$ cat config.mk
export PLATFORM = sky130hd
export DESIGN_NAME = pulse_debouncer
export DESIGN_NICKNAME = d
export VERILOG_FILES = /design/src/rtl/pulse_pkg.sv /design/src/rtl/sync_chain.sv /design/src/rtl/pulse_debouncer.sv
export SDC_FILE = /design/constraint.sdc
export NUM_CORES = 1
export LEC_CHECK = 0
export CAP_MARGIN = 40
export CORE_UTILIZATION = 45
export CTS_BUF_LIST = sky130_fd_sc_hd__clkbuf_4 sky130_fd_sc_hd__clkbuf_8
export DETAILED_ROUTE_END_ITERATION = 8
export GPL_TIMING_DRIVEN = 0
export MAX_ROUTING_LAYER = met4
export PLACE_DENSITY_LB_ADDON = 0.15
export REMOVE_ABC_BUFFERS = 1
export SLEW_MARGIN = 20
export SYNTH_ARGS = -nofsm -noshare
export SYNTH_HDL_FRONTEND = slang
export SYNTH_SLANG_ARGS = --single-unit
$ cat constraint.sdc
create_clock -name in_clock -period 2.52 [get_ports in_clock]
set_input_delay 0.756 -clock in_clock [delete_from_list [all_inputs] [get_ports in_clock]]
set_output_delay 0.756 -clock in_clock [all_outputs]
set_load 0.05 [all_outputs]
$ cat src/rtl/pulse_pkg.sv
// Shared types and constants for the pulse_debouncer / pulse_extender pair.
// State encoding and default widths live here so both blocks agree.
package pulse_pkg;

  typedef enum logic [1:0] {
    STABLE_LOW,
    COUNT_HIGH,
    STABLE_HIGH,
    COUNT_LOW
  } pd_state_e;

  localparam int PD_VALUE_WIDTH       = 8;
  localparam int PD_DEFAULT_THRESHOLD = 4;

endpackage

$ cat src/rtl/sync_chain.sv
// Multi-flop synchroniser for a single asynchronous line.
// All stages clear to 0 on synchronous active-low reset.
module sync_chain #(
  parameter int STAGES = 2
) (
  input  logic clk,
  input  logic rst_n,
  input  logic d,
  output logic q
);

  logic [STAGES-1:0] r;

  always_ff @(posedge clk) begin
    if (!rst_n) begin
      r <= '0;
    end else begin
      r <= {r[STAGES-2:0], d};
    end
  end

  assign q = r[STAGES-1];

endmodule

$ cat src/rtl/pulse_debouncer.sv
// Synchronises and debounces a raw input, emitting one-cycle pulses
// on debounced rising/falling edges; threshold is run-time loadable.
module pulse_debouncer
  import pulse_pkg::*;
#(
  parameter int SYNC_STAGES       = 2,
  parameter int VALUE_WIDTH       = PD_VALUE_WIDTH,
  parameter int DEFAULT_THRESHOLD = PD_DEFAULT_THRESHOLD
) (
  input  logic                   in_clock,
  input  logic                   in_reset,
  input  logic                   in_set,
  input  logic [VALUE_WIDTH-1:0] in_value,
  output logic                   out_ack,
  input  logic                   in_signal,
  output logic                   out_level,
  output logic                   out_signal,
  output logic                   out_fall
);

  typedef logic [VALUE_WIDTH-1:0] val_t;

  localparam val_t ONE     = val_t'(1);
  localparam val_t THR_RST = val_t'(DEFAULT_THRESHOLD);

  logic s;

  sync_chain #(
    .STAGES(SYNC_STAGES)
  ) u_sync (
    .clk  (in_clock),
    .rst_n(in_reset),
    .d    (in_signal),
    .q    (s)
  );

  pd_state_e state, state_n;
  val_t      thr, thr_n;
  val_t      cnt, cnt_n;
  val_t      thr_eff;
  logic      set_d;
  logic      load;
  logic      level_n;
  logic      rise_n;
  logic      fall_n;
  logic      done;

  logic [VALUE_WIDTH:0] cnt_inc;

  assign load    = in_set & ~set_d;
  assign thr_eff = (thr == '0) ? ONE : thr;
  assign cnt_inc = {1'b0, cnt} + {{VALUE_WIDTH{1'b0}}, 1'b1};
  // Counter is 0 in both stable states, so done also covers threshold 1
  assign done    = cnt_inc >= {1'b0, thr_eff};

  always_comb begin
    state_n = state;
    thr_n   = thr;
    cnt_n   = cnt;
    level_n = out_level;
    rise_n  = 1'b0;
    fall_n  = 1'b0;
    if (load) begin
      thr_n   = in_value;
      cnt_n   = '0;
      state_n = out_level ? STABLE_HIGH : STABLE_LOW;
    end else begin
      unique case (state)
        STABLE_LOW: begin
          if (s) begin
            if (done) begin
              level_n = 1'b1;
              rise_n  = 1'b1;
              state_n = STABLE_HIGH;
            end else begin
              cnt_n   = cnt_inc[VALUE_WIDTH-1:0];
              state_n = COUNT_HIGH;
            end
          end
        end
        COUNT_HIGH: begin
          if (!s) begin
            cnt_n   = '0;
            state_n = STABLE_LOW;
          end else if (done) begin
            cnt_n   = '0;
            level_n = 1'b1;
            rise_n  = 1'b1;
            state_n = STABLE_HIGH;
          end else begin
            cnt_n = cnt_inc[VALUE_WIDTH-1:0];
          end
        end
        STABLE_HIGH: begin
          if (!s) begin
            if (done) begin
              level_n = 1'b0;
              fall_n  = 1'b1;
              state_n = STABLE_LOW;
            end else begin
              cnt_n   = cnt_inc[VALUE_WIDTH-1:0];
              state_n = COUNT_LOW;
            end
          end
        end
        COUNT_LOW: begin
          if (s) begin
            cnt_n   = '0;
            state_n = STABLE_HIGH;
          end else if (done) begin
            cnt_n   = '0;
            level_n = 1'b0;
            fall_n  = 1'b1;
            state_n = STABLE_LOW;
          end else begin
            cnt_n = cnt_inc[VALUE_WIDTH-1:0];
          end
        end
        default: begin
          cnt_n   = '0;
          state_n = STABLE_LOW;
        end
      endcase
    end
  end

  always_ff @(posedge in_clock) begin
    if (!in_reset) begin
      state      <= STABLE_LOW;
      thr        <= THR_RST;
      cnt        <= '0;
      set_d      <= 1'b0;
      out_level  <= 1'b0;
      out_signal <= 1'b0;
      out_fall   <= 1'b0;
      out_ack    <= 1'b0;
    end else begin
      state      <= state_n;
      thr        <= thr_n;
      cnt        <= cnt_n;
      set_d      <= in_set;
      out_level  <= level_n;
      out_signal <= rise_n;
      out_fall   <= fall_n;
      out_ack    <= load;
    end
  end

endmodule
; Word level (Yosys, flattened, before mapping)
; Index checks and enable logic that the tools add are counted.
[totals]
inputBits = 12
reg_bits = 25
elab_cells = 66
output_inout_bits = 4
[classes]
eq_ne = 13
n_bitwise = 7
magnitude_cmp = 1
n_mux = 25
n_reduce_logical = 10
add_sub_neg = 1
[op_table]
columns = cell, count
row1 = 2-to-1 mux 8 bit, 7
row2 = case mux 8 bit (4 select lines), 1
row3 = 2-to-1 mux 2 bit, 10
row4 = "adder 8 x 1 -> 9 bit, second input constant", 1
row5 = greater-or-equal comparator 9 x 8 -> 1 bit, 1
row6 = zero test 8 bit, 1
row7 = "inequality test 2 x 1 -> 1 bit, second input constant", 4
row8 = case mux 2 bit (4 select lines), 1
row9 = OR reduction 4 bit, 2
row10 = NOT 1 bit, 6
row11 = OR reduction 2 bit, 3
row12 = 2-to-1 mux 1 bit, 5
row13 = AND reduction 5 bit, 1
row14 = "equality test 2 bit, second input constant", 2
row15 = "inequality test 2 bit, second input constant", 2
row16 = "inequality test 4 x 3 -> 1 bit, second input constant", 1
row17 = "inequality test 4 bit, second input constant", 1
row18 = AND reduction 4 bit, 1
row19 = "inequality test 3 x 2 -> 1 bit, second input constant", 1
row20 = "inequality test 3 bit, second input constant", 1
row21 = "equality test 2 x 1 -> 1 bit, second input constant", 1
row22 = zero test 2 bit, 1
row23 = case mux 1 bit (2 select lines), 1
row24 = AND reduction 2 bit, 1
row25 = bitwise AND 1 bit, 1

; Depth between registers and ports, before layout
[logic_depth]
word_depth = 7
depth_mapped = 11

; By module
; Synthesis repeated with hierarchy kept, for this count alone.
[hier_totals]
cells_unflattened = 142
area_unflattened_um2 = 1280.0
[by_module_without_submodules]
columns = mod, seq_area_each_um2, cells_per_inst, area_each_um2, n_inst
row1 = pulse_debouncer, 460.4, 138, 1227.4, 1
row2 = sync_chain, 40.0, 4, 52.6, 1

; Worst setup path before layout
; OpenSTA, ideal clock, no wires.
[synth_path]
path_type = flip-flop to flip-flop
startpoint = register cnt[0]
endpoint = register cnt[0]
path_slack_ns = -0.078
stages_incl_launch_ff = 12
n_path_buf = 1
t_required_ns = 2.399
synth_period_minus_slack_ns = 2.598
t_arrival_ns = 2.477
path_cell_list = dfxtp_1 -> ha_1 -> nand3_1 -> nor2_1 -> xor2_1 -> ha_1 -> o21a_1 -> o21ai_2 -> or3_2 -> buf_6 -> nand3_2 -> mux2_2
[synth_via]
elab_chain_len = 5
elab_cells_between_ends = 9
[synth_rtl]
columns = item, line_no
row1 = start: declaration, pulse_debouncer.sv:39  ; val_t cnt, cnt_n;
row2 = start signal: assignment, pulse_debouncer.sv:140  ; cnt <= cnt_n;
row3 = adder 8 x 1 -> 9 bit, pulse_debouncer.sv:52  ; assign cnt_inc = {1'b0, cnt} + {{VALUE_WIDTH{1'b0}}, 1'b1};
row4 = greater-or-equal comparator 9 x 8 -> 1 bit, pulse_debouncer.sv:54  ; assign done = cnt_inc >= {1'b0, thr_eff};
row5 = "2-to-1 mux 8 bit, on equally long branches (2 in series)", --
row6 = case mux 8 bit (4 select lines) *, pulse_debouncer.sv:68  ; unique case (state)
; Every way passes the cells marked *; elsewhere a longest branch is shown, timed or not. The select of a mux whose other input is x is not followed.
; A chain may end at the register's enable or synchronous reset.

; Worst setup path in the final report
[layout_path]
startpoint = register cnt[0]
endpoint = register cnt[3]
[layout_via]
elab_chain_len = 5
elab_cells_between_ends = 9
[layout_rtl]
columns = item, line_no
row1 = adder 8 x 1 -> 9 bit *, pulse_debouncer.sv:52
row2 = greater-or-equal comparator 9 x 8 -> 1 bit, pulse_debouncer.sv:54
row3 = "2-to-1 mux 8 bit, on equally long branches (2 in series)", --
row4 = case mux 8 bit (4 select lines) *, pulse_debouncer.sv:68
; Marks and branches as above.

==> impl_metrics.toml <==
[layout]
fillers = 252
drive_gt1_share_pct = 24.0
final_nets = 197
area_delta_synth_final_pct = 29.7
final_util_pct = 62.4
insertedDiodeCount = 0
final_cells = 206

[synth]
synth_top_area_cell = "dfxtp_1"
synth_common_cells = "25 x dfxtp_1, 13 x inv_1, 12 x nand2_1"
synthArstFlopShare_pct = 0
synth_ff_type = "dfxtp_1"
ys_ff_latch = 25
synth_area_um2 = 1350
synth_most_common_cell = "dfxtp_1"
ys_seq_area_share_pct = 37.1
avgSynthCellArea_um2 = 9.05
yosys.cell_types.count = 38
synthCells = 149
synth_top_area_share_pct = 37.1
yosys_warnings = 0
synth_edf_count = 0
synth_area_leaders = "dfxtp_1 37%, ha_1 8.3%, nand4_1 4.6%"

[place]
gp_congestion = 0.723
placedCellCount = 190
pre_cts_ws_ps = -399
post-dp-hpwl_mm = 2.11
port_buffers = 15

[cts]
cts.path.max_buffers = 2
cts_max_level = 1
clock_sinks = 25
cts_made_buffers = 3
clk_pin_slew_ps = 160
clk-insertion-delay-late_ps = 340
cts_tree = "built"
cts-root-buf = "clkbuf_4"

[global_routing]
grt_overflow = 0
grt_pass1_vias = 1225
grt_max_degree = 17
grt_antenna_before_repair = 0
grtUsageTotal_pct = 21.5
grt_pass1_wl_mm = 5.29

[power_and_ir_drop]
peakVddDrop_v = 0.000278
leakage_uw = 0.000646
powerDensity_nw_per_um2 = 434

[timing]
finalClockSkew_ps = 10.4
rsz0062_at_grt = "yes"
tightest_slew_ps = 829
slew_headroom_pct = 44.4
hold_viol = 0
setup_viol = 0
fmax_ghz = 0.400
min_period_ps = 2500
drv_slew = 0
fin_setup_tns_ps = 0
layout_setup_ws_ps = 21.2
min_period_over_period_pct = 99.2

[floorplan]
pin_count = 16
core_um2 = 2810
die_w_um = 56.7
fp.dieH_um = 56.7
initial_core_util_pct = 48.1
dieArea_um2 = 3220
num_rows = 19

[route]
totalWireLength_mm = 3.11
vias = 1233
wl_per_cell_um = 15.1
first_pass_iters = 4
drtIter0Drc = 35
drc = 0
vias_per_cell = 5.99
antenna_left = 0

[setup_path]
startpoint_type = "register"
end_kind = "register"
worst_ep_arrival_time_ps = 2760
path_class = "reg2reg"
required_ps = 2780
path_max_fanout = 5

[outcome]
status = "complete, no violations"

[job]
cap_viol_max_count = 0

[worst_hold_path]
hold_path_class = "reg2reg"
## worst paths after layout
check	startpoint	endpoint	slack, ps	depth (start not counted)
worst max register to register	cnt[0]$_SDFFE_PP0P_	cnt[3]$_SDFFE_PP0P_	20	9
worst max-delay path	cnt[0]$_SDFFE_PP0P_	cnt[3]$_SDFFE_PP0P_	20	9
worst min register to register	u_sync.r[0]$_SDFF_PN0_	u_sync.r[1]$_SDFF_PN0_	460	1
worst min-delay path	u_sync.r[0]$_SDFF_PN0_	u_sync.r[1]$_SDFF_PN0_	460	1
## placed cells by master, fill, tap and decap left out, types with 4 or more instances in the layout
cell / Yosys / layout
ha_1: 9 / 8
nand4_1: 10 / 10
inv_1: 13 / 13
buf_4: 0 / 12
clkdlybuf4s50_1: 0 / 15
nand2_1: 12 / 12
nor2_1: 10 / 8
o21ai_0: 8 / 7
dfxtp_1: 25 / 20
xnor2_1: 4 / 4
dfxtp_4: 0 / 4
## final cells by class
cell class | count | area [µm²] | area share, %
Multi-Input combinational cell | 106 | 875 | 50.0
Tap cell | 31 | 38.8 | 2.22
Sequential cell | 25 | 517 | 29.5
Clock inverter | 1 | 7.51 | 0.429
Inverter | 13 | 48.8 | 2.79
Timing Repair Buffer | 27 | 240 | 13.7
Clock buffer | 3 | 22.5 | 1.29
## cells by family after synthesis
kind of cell | synth area share, %
AOI/OAI and AO/OA | 20.9
xor gates and xnor gates | 4.55
adders and majority gates | 8.35
buffers and inverters | 6.68
DFF | 37.1
muxes | 0.835
and+or+nand+nor | 21.6
## metal layers
| layer | share of wire (%) | GRT usage (%) | vias up |
|---|---|---|---|
| li1 | - | - | 605 |
| met1 | 45 | 25.9 | 593 |
| met2 | 50 | 36.1 | 30 |
| met3 | 3.5 | 3.00 | 5 |
| met4 | 1.3 | 8.71 | 0 |
| met5 | 0 | - | - |
## where the power goes
part           leakage, µW  internal (µW)  total, µW  switching [µW]
combinational     0.000424           65.0        143            77.8
clock            0.0000139           60.9        196             136
sequential        0.000208            408        420            11.8
total             0.000646            534        759             225
## what timing repair did
item / 4_1_cts / 5_1_grt
hold endpoints to repair: 0 / 0
pin swaps: 5 / 16
hold buffers: 0 / 0
gates resized for setup: 21 / 15
setup endpoints to repair: 13 / 12
buffers inserted: 9 / 3
## metrics by stage
stage	power (µW)	hold slack [ps]	instance area, µm²
after global routing	790	474	1750
final	759	456	1750
after CTS	759	462	1670
after global placement	546	420	1500
after floorplan	506	412	1310
after detailed placement	550	425	1500
## state kept, by name, indices dropped and copies added, names as in the netlist
signal and count:
cnt 8, out_ack 1, out_fall 1, out_level 1
out_signal 1, set_d 1, state 2, thr 8
u_sync.r 2
## worst max-delay path: stages, from the launching register on
cell     delay (ps)
dfxtp_4         400
nand4_1         170
nor2_1          150
xor2_1          210
ha_1            270
o21a_1          200
o21ai_4         240
o21ai_4         120
or4_1           530
a31oi_1         130
Power figures use the tool's default switching activity.
